`config.mk`:
```
export PLATFORM = sky130hd
export DESIGN_NAME = alu_control_unit_flat
export DESIGN_NICKNAME = d
export VERILOG_FILES = /design/src/rtl/alu_control_unit_if.sv /design/src/rtl/alu_control_unit.sv /design/src/flat_wrapper.sv
export SDC_FILE = /design/constraint.sdc
export NUM_CORES = 1
export LEC_CHECK = 0
export ABC_CLOCK_PERIOD_IN_PS = 6930
export BUFFER_PORTS_ARGS = -buffer_cell sky130_fd_sc_hd__buf_2
export CAP_MARGIN = 20
export CELL_PAD_IN_SITES_DETAIL_PLACEMENT = 0
export CELL_PAD_IN_SITES_GLOBAL_PLACEMENT = 2
export CORE_AREA = 2 2 106 67
export CTS_BUF_LIST = sky130_fd_sc_hd__clkbuf_8 sky130_fd_sc_hd__clkbuf_16
export CTS_CLUSTER_SIZE = 40
export DETAILED_ROUTE_END_ITERATION = 10
export DIE_AREA = 0 0 108 69
export HOLD_SLACK_MARGIN = 0.15
export PLACE_DENSITY_LB_ADDON = 0.12
export SETUP_SLACK_MARGIN = 0.1
export SLEW_MARGIN = 25
export SYNTH_ARGS = -nofsm -noshare
export SYNTH_HDL_FRONTEND = slang
export SYNTH_SLANG_ARGS = --single-unit
```
`constraint.sdc`:
```
create_clock -name clk -period 6.93 [get_ports clk]
set_clock_uncertainty 0.1 [all_clocks]
set_input_delay 1.7325 -clock clk [delete_from_list [all_inputs] [get_ports clk]]
set_output_delay 1.7325 -clock clk [all_outputs]
set_load 0.05 [all_outputs]
```
`src/rtl/alu_control_unit_if.sv`:
```
// Control bundle between the hardwired ALU control unit and the datapath.
// master: controller (drives strobes/selects); slave: datapath (drives IR, stop).
interface alu_control_unit_if;
  logic        stop;
  logic [31:0] IR;

  logic [15:0] Rin;
  logic [15:0] Rout;

  logic HIin;
  logic LOin;
  logic PCin;
  logic IRin;
  logic Zin;
  logic Yin;
  logic MARin;
  logic MDRin;

  logic HIout;
  logic LOout;
  logic Zhighout;
  logic Zlowout;
  logic PCout;
  logic MDRout;

  logic Read;
  logic IncPC;

  logic AND;
  logic OR;
  logic ADD;
  logic SUB;
  logic MUL;
  logic DIV;
  logic SHR;
  logic SHRA;
  logic SHL;
  logic ROR;
  logic ROL;
  logic NEG;
  logic NOT;

  logic       run;
  logic [3:0] state;

  modport master (
    input  stop, IR,
    output Rin, Rout,
    output HIin, LOin, PCin, IRin,
    output Zin, Yin, MARin, MDRin,
    output HIout, LOout, Zhighout,
    output Zlowout, PCout, MDRout,
    output Read, IncPC,
    output AND, OR, ADD, SUB, MUL,
    output DIV, SHR, SHRA, SHL,
    output ROR, ROL, NEG, NOT,
    output run, state
  );

  modport slave (
    output stop, IR,
    input  Rin, Rout,
    input  HIin, LOin, PCin, IRin,
    input  Zin, Yin, MARin, MDRin,
    input  HIout, LOout, Zhighout,
    input  Zlowout, PCout, MDRout,
    input  Read, IncPC,
    input  AND, OR, ADD, SUB, MUL,
    input  DIV, SHR, SHRA, SHL,
    input  ROR, ROL, NEG, NOT,
    input  run, state
  );
endinterface

```
`src/rtl/alu_control_unit.sv`:
```
// Hardwired Moore controller: fetch + reg-reg ALU execute, one state/cycle.
// Ports: clk, reset (sync, active-high), bus (master: stop/IR in, controls out).
module alu_control_unit (
  input  logic              clk,
  input  logic              reset,
  alu_control_unit_if.master bus
);

  localparam logic [3:0] S_RESET = 4'd0;
  localparam logic [3:0] S_T0    = 4'd1;
  localparam logic [3:0] S_T1    = 4'd2;
  localparam logic [3:0] S_T2    = 4'd3;
  localparam logic [3:0] S_T3    = 4'd4;
  localparam logic [3:0] S_T4    = 4'd5;
  localparam logic [3:0] S_T5    = 4'd6;
  localparam logic [3:0] S_T6    = 4'd7;
  localparam logic [3:0] S_HALT  = 4'd8;
  localparam logic [3:0] S_IDLE  = 4'd9;

  localparam logic [4:0] OP_ADD  = 5'b00011;
  localparam logic [4:0] OP_SUB  = 5'b00100;
  localparam logic [4:0] OP_AND  = 5'b00101;
  localparam logic [4:0] OP_OR   = 5'b00110;
  localparam logic [4:0] OP_ROR  = 5'b00111;
  localparam logic [4:0] OP_ROL  = 5'b01000;
  localparam logic [4:0] OP_SHR  = 5'b01001;
  localparam logic [4:0] OP_SHRA = 5'b01010;
  localparam logic [4:0] OP_SHL  = 5'b01011;
  localparam logic [4:0] OP_MUL  = 5'b01111;
  localparam logic [4:0] OP_DIV  = 5'b10000;
  localparam logic [4:0] OP_NEG  = 5'b10001;
  localparam logic [4:0] OP_NOT  = 5'b10010;
  localparam logic [4:0] OP_HALT = 5'b11011;

  logic [3:0] r_state;
  logic [3:0] w_next;
  logic [3:0] w_bnd;

  logic [4:0] w_opc;
  logic [3:0] w_ra;
  logic [3:0] w_rb;
  logic [3:0] w_rc;

  logic w_two;
  logic w_md;
  logic w_un;
  logic w_halt;
  logic w_stb;

  logic w_unused;

  assign w_opc = bus.IR[31:27];
  assign w_ra  = bus.IR[26:23];
  assign w_rb  = bus.IR[22:19];
  assign w_rc  = bus.IR[18:15];

  assign w_unused = ^bus.IR[14:0];

  // Instruction class decode
  always_comb begin
    w_two  = 1'b0;
    w_md   = 1'b0;
    w_un   = 1'b0;
    w_halt = 1'b0;
    case (w_opc)
      OP_ADD, OP_SUB, OP_AND, OP_OR,
      OP_ROR, OP_ROL, OP_SHR, OP_SHRA,
      OP_SHL:           w_two  = 1'b1;
      OP_MUL, OP_DIV:   w_md   = 1'b1;
      OP_NEG, OP_NOT:   w_un   = 1'b1;
      OP_HALT:          w_halt = 1'b1;
      default:          ;
    endcase
  end

  // Instruction boundary target: IDLE swallows the fetch while stop is held
  assign w_bnd = bus.stop ? S_IDLE : S_T0;

  always_ff @(posedge clk) begin
    if (reset) r_state <= S_RESET;
    else       r_state <= w_next;
  end

  always_comb begin
    w_next = S_RESET;
    case (r_state)
      S_RESET: w_next = w_bnd;
      S_T0:    w_next = S_T1;
      S_T1:    w_next = S_T2;
      S_T2: begin
        if (w_two | w_md | w_un) w_next = S_T3;
        else if (w_halt)         w_next = S_HALT;
        else                     w_next = w_bnd;
      end
      S_T3:    w_next = S_T4;
      S_T4:    w_next = w_un ? w_bnd : S_T5;
      S_T5:    w_next = w_md ? S_T6 : w_bnd;
      S_T6:    w_next = w_bnd;
      S_HALT:  w_next = S_HALT;
      S_IDLE:  w_next = w_bnd;
      default: w_next = S_RESET;
    endcase
  end

  always_comb begin
    bus.Rin      = '0;
    bus.Rout     = '0;
    bus.HIin     = 1'b0;
    bus.LOin     = 1'b0;
    bus.PCin     = 1'b0;
    bus.IRin     = 1'b0;
    bus.Zin      = 1'b0;
    bus.Yin      = 1'b0;
    bus.MARin    = 1'b0;
    bus.MDRin    = 1'b0;
    bus.HIout    = 1'b0;
    bus.LOout    = 1'b0;
    bus.Zhighout = 1'b0;
    bus.Zlowout  = 1'b0;
    bus.PCout    = 1'b0;
    bus.MDRout   = 1'b0;
    bus.Read     = 1'b0;
    bus.IncPC    = 1'b0;
    bus.run      = 1'b1;
    w_stb        = 1'b0;
    case (r_state)
      S_T0: begin
        bus.PCout = 1'b1;
        bus.MARin = 1'b1;
        bus.IncPC = 1'b1;
        bus.Zin   = 1'b1;
      end
      S_T1: begin
        bus.Zlowout = 1'b1;
        bus.PCin    = 1'b1;
        bus.Read    = 1'b1;
        bus.MDRin   = 1'b1;
      end
      S_T2: begin
        bus.MDRout = 1'b1;
        bus.IRin   = 1'b1;
      end
      S_T3: begin
        if (w_two | w_md) begin
          bus.Rout = 16'h0001 << w_rb;
          bus.Yin  = 1'b1;
        end else if (w_un) begin
          bus.Rout = 16'h0001 << w_rb;
          bus.Zin  = 1'b1;
          w_stb    = 1'b1;
        end
      end
      S_T4: begin
        if (w_two | w_md) begin
          bus.Rout = 16'h0001 << w_rc;
          bus.Zin  = 1'b1;
          w_stb    = 1'b1;
        end else if (w_un) begin
          bus.Zlowout = 1'b1;
          bus.Rin     = 16'h0001 << w_ra;
        end
      end
      S_T5: begin
        if (w_two) begin
          bus.Zlowout = 1'b1;
          bus.Rin     = 16'h0001 << w_ra;
        end else if (w_md) begin
          bus.Zlowout = 1'b1;
          bus.LOin    = 1'b1;
        end
      end
      S_T6: begin
        if (w_md) begin
          bus.Zhighout = 1'b1;
          bus.HIin     = 1'b1;
        end
      end
      S_HALT:  bus.run = 1'b0;
      default: ;
    endcase
  end

  // One-hot ALU strobe, gated by the execute cycle that owns it
  always_comb begin
    bus.AND  = 1'b0;
    bus.OR   = 1'b0;
    bus.ADD  = 1'b0;
    bus.SUB  = 1'b0;
    bus.MUL  = 1'b0;
    bus.DIV  = 1'b0;
    bus.SHR  = 1'b0;
    bus.SHRA = 1'b0;
    bus.SHL  = 1'b0;
    bus.ROR  = 1'b0;
    bus.ROL  = 1'b0;
    bus.NEG  = 1'b0;
    bus.NOT  = 1'b0;
    if (w_stb) begin
      case (w_opc)
        OP_ADD:  bus.ADD  = 1'b1;
        OP_SUB:  bus.SUB  = 1'b1;
        OP_AND:  bus.AND  = 1'b1;
        OP_OR:   bus.OR   = 1'b1;
        OP_ROR:  bus.ROR  = 1'b1;
        OP_ROL:  bus.ROL  = 1'b1;
        OP_SHR:  bus.SHR  = 1'b1;
        OP_SHRA: bus.SHRA = 1'b1;
        OP_SHL:  bus.SHL  = 1'b1;
        OP_MUL:  bus.MUL  = 1'b1;
        OP_DIV:  bus.DIV  = 1'b1;
        OP_NEG:  bus.NEG  = 1'b1;
        OP_NOT:  bus.NOT  = 1'b1;
        default: ;
      endcase
    end
  end

  assign bus.state = r_state;

endmodule
```
`src/flat_wrapper.sv`:
```
// flat-port wrapper written by rule: the top's interface ports become plain ports
module alu_control_unit_flat 
  (clk, reset, bus_stop, bus_IR, bus_Rin, bus_Rout, bus_HIin, bus_LOin, bus_PCin, bus_IRin, bus_Zin, bus_Yin, bus_MARin, bus_MDRin, bus_HIout, bus_LOout, bus_Zhighout, bus_Zlowout, bus_PCout, bus_MDRout, bus_Read, bus_IncPC, bus_AND, bus_OR, bus_ADD, bus_SUB, bus_MUL, bus_DIV, bus_SHR, bus_SHRA, bus_SHL, bus_ROR, bus_ROL, bus_NEG, bus_NOT, bus_run, bus_state);
  alu_control_unit_if bus_i ();
  input  logic clk;
  input  logic reset;
  input wire logic [$bits(bus_i.stop)-1:0] bus_stop;
  input wire logic [$bits(bus_i.IR)-1:0] bus_IR;
  output wire logic [$bits(bus_i.Rin)-1:0] bus_Rin;
  output wire logic [$bits(bus_i.Rout)-1:0] bus_Rout;
  output wire logic [$bits(bus_i.HIin)-1:0] bus_HIin;
  output wire logic [$bits(bus_i.LOin)-1:0] bus_LOin;
  output wire logic [$bits(bus_i.PCin)-1:0] bus_PCin;
  output wire logic [$bits(bus_i.IRin)-1:0] bus_IRin;
  output wire logic [$bits(bus_i.Zin)-1:0] bus_Zin;
  output wire logic [$bits(bus_i.Yin)-1:0] bus_Yin;
  output wire logic [$bits(bus_i.MARin)-1:0] bus_MARin;
  output wire logic [$bits(bus_i.MDRin)-1:0] bus_MDRin;
  output wire logic [$bits(bus_i.HIout)-1:0] bus_HIout;
  output wire logic [$bits(bus_i.LOout)-1:0] bus_LOout;
  output wire logic [$bits(bus_i.Zhighout)-1:0] bus_Zhighout;
  output wire logic [$bits(bus_i.Zlowout)-1:0] bus_Zlowout;
  output wire logic [$bits(bus_i.PCout)-1:0] bus_PCout;
  output wire logic [$bits(bus_i.MDRout)-1:0] bus_MDRout;
  output wire logic [$bits(bus_i.Read)-1:0] bus_Read;
  output wire logic [$bits(bus_i.IncPC)-1:0] bus_IncPC;
  output wire logic [$bits(bus_i.AND)-1:0] bus_AND;
  output wire logic [$bits(bus_i.OR)-1:0] bus_OR;
  output wire logic [$bits(bus_i.ADD)-1:0] bus_ADD;
  output wire logic [$bits(bus_i.SUB)-1:0] bus_SUB;
  output wire logic [$bits(bus_i.MUL)-1:0] bus_MUL;
  output wire logic [$bits(bus_i.DIV)-1:0] bus_DIV;
  output wire logic [$bits(bus_i.SHR)-1:0] bus_SHR;
  output wire logic [$bits(bus_i.SHRA)-1:0] bus_SHRA;
  output wire logic [$bits(bus_i.SHL)-1:0] bus_SHL;
  output wire logic [$bits(bus_i.ROR)-1:0] bus_ROR;
  output wire logic [$bits(bus_i.ROL)-1:0] bus_ROL;
  output wire logic [$bits(bus_i.NEG)-1:0] bus_NEG;
  output wire logic [$bits(bus_i.NOT)-1:0] bus_NOT;
  output wire logic [$bits(bus_i.run)-1:0] bus_run;
  output wire logic [$bits(bus_i.state)-1:0] bus_state;
  assign bus_i.stop = bus_stop;
  assign bus_i.IR = bus_IR;
  assign bus_Rin = bus_i.Rin;
  assign bus_Rout = bus_i.Rout;
  assign bus_HIin = bus_i.HIin;
  assign bus_LOin = bus_i.LOin;
  assign bus_PCin = bus_i.PCin;
  assign bus_IRin = bus_i.IRin;
  assign bus_Zin = bus_i.Zin;
  assign bus_Yin = bus_i.Yin;
  assign bus_MARin = bus_i.MARin;
  assign bus_MDRin = bus_i.MDRin;
  assign bus_HIout = bus_i.HIout;
  assign bus_LOout = bus_i.LOout;
  assign bus_Zhighout = bus_i.Zhighout;
  assign bus_Zlowout = bus_i.Zlowout;
  assign bus_PCout = bus_i.PCout;
  assign bus_MDRout = bus_i.MDRout;
  assign bus_Read = bus_i.Read;
  assign bus_IncPC = bus_i.IncPC;
  assign bus_AND = bus_i.AND;
  assign bus_OR = bus_i.OR;
  assign bus_ADD = bus_i.ADD;
  assign bus_SUB = bus_i.SUB;
  assign bus_MUL = bus_i.MUL;
  assign bus_DIV = bus_i.DIV;
  assign bus_SHR = bus_i.SHR;
  assign bus_SHRA = bus_i.SHRA;
  assign bus_SHL = bus_i.SHL;
  assign bus_ROR = bus_i.ROR;
  assign bus_ROL = bus_i.ROL;
  assign bus_NEG = bus_i.NEG;
  assign bus_NOT = bus_i.NOT;
  assign bus_run = bus_i.run;
  assign bus_state = bus_i.state;
  alu_control_unit u_core (.clk(clk), .reset(reset), .bus(bus_i));
endmodule
```
==> results.sh <==
export IMPL_synth_cells=187
export IMPL_gp_congestion=0.7278
export IMPL_synth_seq_area_share_pct=6.324
export IMPL_critical_path_slowest_cell="sky130_fd_sc_hd__o22ai_1"
export IMPL_crit_type="in -> out"
export IMPL_synth_area_per_cell_sq_um=6.771
export IMPL_finish_cell_count_without_fillers=339
export IMPL_routed_wl_mm=5.000
export IMPL_synth_area_leader_cell="sky130_fd_sc_hd__nor2_1"
export IMPL_dr_first_iter_drc_count=113
export IMPL_core_area_sq_mm=0.006475
export IMPL_layout_cells_most_common_list="sky130_fd_sc_hd__buf_2, sky130_fd_sc_hd__nor2_1, sky130_fd_sc_hd__nor3_1, sky130_fd_sc_hd__nand2b_1, sky130_fd_sc_hd__nand4_1"
export IMPL_crit_path_cell_trace="buf_2 > nand2b_1 > and2_1 > o22ai_1 > nand3_1 > o32ai_2 > buf_2"
export IMPL_cts_tree="built"
export IMPL_route_detailed_drc=0
export IMPL_actual_slew_at_the_worst_max_slew_pin_ps=1004
export IMPL_std_cell_rows=23
export IMPL_endpoint_kind="output pin"
export IMPL_ctsRootBufferMaster="sky130_fd_sc_hd__clkbuf_8"
export IMPL_max_vdd_ir_drop_mv=0.09286
export IMPL_grt_pass1_vias=1421
export IMPL_grt_start_max_net_pins=19
export IMPL_synth_seq_cells=4
export IMPL_run_status="finished clean"
export IMPL_clock_sinks=4
export IMPL_critical_path_top_cell_by_count="sky130_fd_sc_hd__buf_2"
export IMPL_postCtsResizedCells=0
export IMPL_p_per_area_mw_per_mm2=126.5
export IMPL_dp_cells=336
export IMPL_die_height_um=69
export IMPL_avgRoutedWirePerCell_um=14.75
export IMPL_grt_util_all_layers_pct=12.65
export IMPL_timing_final_hold_violations=0
export IMPL_reg2reg_depth=5
export IMPL_cts_clk_slew_worst_paths_ps=30
export IMPL_postRouteAntennaNets=0
export IMPL_post_synth_main_area_contributors="sky130_fd_sc_hd__nor2_1, sky130_fd_sc_hd__o32ai_2, sky130_fd_sc_hd__dfxtp_1"
export IMPL_grt_setup_unrepaired="false"
export IMPL_drive_gt1_share_pct=41.67
export IMPL_hold_class="reg -> reg"
export IMPL_cts_buffer_depth=2
export IMPL_reg2reg_slack_ps=5170
export IMPL_layout_cells_most_common="sky130_fd_sc_hd__buf_2"
export IMPL_static_leak_uw=0.0007536
export IMPL_place_hpwl_mm=4.093
export IMPL_regToRegStartpoint="u_core.bus.state[0]"
export IMPL_hold_worst_slack_ps=637.9
export IMPL_min_to="u_core.bus.state[0]"
export IMPL_fp_dieArea_sq_mm=0.007452
export IMPL_drt_pre_antenna_iters=4
export IMPL_crit_required_ps=5100
export IMPL_io_buffers=83
export IMPL_cts_buffers=3
export IMPL_timing_hold_worst_path_depth=2
export IMPL_final_min_clock_period_ps=5584
export IMPL_number_of_enable_flip_flop_cells_after_synthesis=0
export IMPL_grt_antenna_before_repair=0
export IMPL_largest_register_ffs=4
export IMPL_synthesis_area_sq_mm=0.001266
export IMPL_setup_tns_final_ps=0
export IMPL_slowest_delay_ps=770
export IMPL_floorplan_initialDensity_pct=19.56
export IMPL_yosysTopAreaCellShare_pct=8.597
export IMPL_vias_per_cell=4.944
export IMPL_fmaxAchievable_mhz=179.1
export IMPL_synth_yosys_warnings=0
export IMPL_dr_total_vias=1676
export IMPL_timing_hold_worst_start="u_core.bus.state[3]"
export IMPL_boundaryPins=101
export IMPL_report_final_setup_viol=0
export IMPL_syn_to_final_growth_pct=32.90
export IMPL_fin_crit_sh_pct=80.58
export IMPL_critical_path_reg2reg_endpoint="u_core.bus.state[0]"
export IMPL_insertion_delay_ps=220
export IMPL_fin_util_pct=25.99
export IMPL_slew_limit_fails=0
export IMPL_yosysUniqueCellTypes=46
export IMPL_worst_ep_arrival_time_ps=3750
export IMPL_timing_max_slew_rel_slack_pct=33.08
export IMPL_postCtsSetupRepairBufs=0
export IMPL_global_route_wire_length_before_repair_mm=7.665
export IMPL_cts_hold_buffers_added=0
export IMPL_maxCapViolations=0
export IMPL_die_width_um=108
export IMPL_diodes=0
export IMPL_worstPathMaxFanout=12
export IMPL_cts_htree_levels=1
export IMPL_nets=289
export IMPL_critPathLaunchType="primary input"
export IMPL_globalRouteOverflowTotal=0
export IMPL_synth_main_ff_cell="sky130_fd_sc_hd__dfxtp_1"
export IMPL_synthArstFlopShare_pct=0
-- kinds of logic (layout without fill, tap and decap cells) --
family / Yosys count / in the layout / share of synthesized area [%]
fa+ha+maj: 1 / 1 / 0.7905
other cells: 1 / 2 / 0.2962
buf+inv: 26 / 90 / 13.24
mux: 1 / 1 / 0.7905
simple gates: 113 / 113 / 49.31
compound gates: 41 / 41 / 29.25
flops: 4 / 4 / 6.324
-- metrics by stage --
| stage | setup slack, ps | power [uW] | cell area (sq um) |
|---|---|---|---|
| floorplan | 826.0 | 140.0 | 1270 |
| global route | 1187 | 225.2 | 1683 |
| global placement | 1298 | 166.2 | 1642 |
| finish | 1346 | 212.8 | 1683 |
| CTS | 1343 | 213.7 | 1683 |
| detailed placement | 1344 | 163.3 | 1642 |
-- synth_stat cells, types with 3 or more instances --
library cell,count
sky130_fd_sc_hd__clkbuf_1,5
sky130_fd_sc_hd__o31ai_2,4
sky130_fd_sc_hd__nand2_1,11
sky130_fd_sc_hd__nor2b_1,5
sky130_fd_sc_hd__and2_1,3
sky130_fd_sc_hd__dfxtp_1,4
sky130_fd_sc_hd__nor2_1,29
sky130_fd_sc_hd__nand4_1,12
sky130_fd_sc_hd__nand2b_1,12
sky130_fd_sc_hd__nor3_1,14
sky130_fd_sc_hd__o41ai_1,4
sky130_fd_sc_hd__buf_4,8
sky130_fd_sc_hd__a21oi_1,6
sky130_fd_sc_hd__buf_2,5
sky130_fd_sc_hd__nand3_1,6
sky130_fd_sc_hd__inv_1,4
sky130_fd_sc_hd__buf_6,3
sky130_fd_sc_hd__o21ai_0,5
sky130_fd_sc_hd__nand3b_1,4
sky130_fd_sc_hd__o32ai_2,5
sky130_fd_sc_hd__o32ai_1,3
sky130_fd_sc_hd__a21o_1,4
-- how the worst max path moves through the flow --
stage          startpoint      endpoint  slack (ps)  depth (start not counted)
2_1_floorplan  bus_IR[28]   bus_Rout[0]         830                          6
3_3_place_gp   bus_IR[27]  bus_Rout[10]        1300                          7
3_5_place_dp   bus_IR[29]  bus_Rout[10]        1340                          7
4_1_cts        bus_IR[29]  bus_Rout[10]        1340                          7
5_1_grt        bus_IR[27]   bus_Rout[0]        1190                          7
6_report       bus_IR[29]  bus_Rout[10]        1350                          7
-- critical path, delay by kind of cell --
family	cells	cell delay [ps]
buffers and inverters	2	480
and+or+nand+nor	3	610
AOI/OAI and AO/OA	2	920
-- power breakdown --
group	total, uW	leakage (uW)	internal [uW]	switching, uW
Sequential	37.1	0.0000329	26.7	10.4
Clock	49.3	0.0000216	37.1	12.3
Combinational	126	0.000699	31.3	95.1
Total	213	0.000754	95.1	118
-- layout make-up --
| class | instances | area [sq um] |
|---|---|---|
| Sequential cell | 4 | 80.08 |
| Clock buffer | 3 | 41.29 |
| Inverter | 4 | 15.01 |
| Tap cell | 87 | 108.9 |
| Timing Repair Buffer | 83 | 415.4 |
| Fill cell | 740 | 4792 |
| Multi-Input combinational cell | 158 | 1022 |
-- routing by layer --
metal	wire length [um]	track usage [%]	vias to the layer above
li1	-	-	822
met1	2726	22.87	783
met2	1836	14.33	69
met3	425	2.460	2
met4	12	1.282	0
met5	0	0	-
No activity file was read; power rests on OpenSTA's default activity.
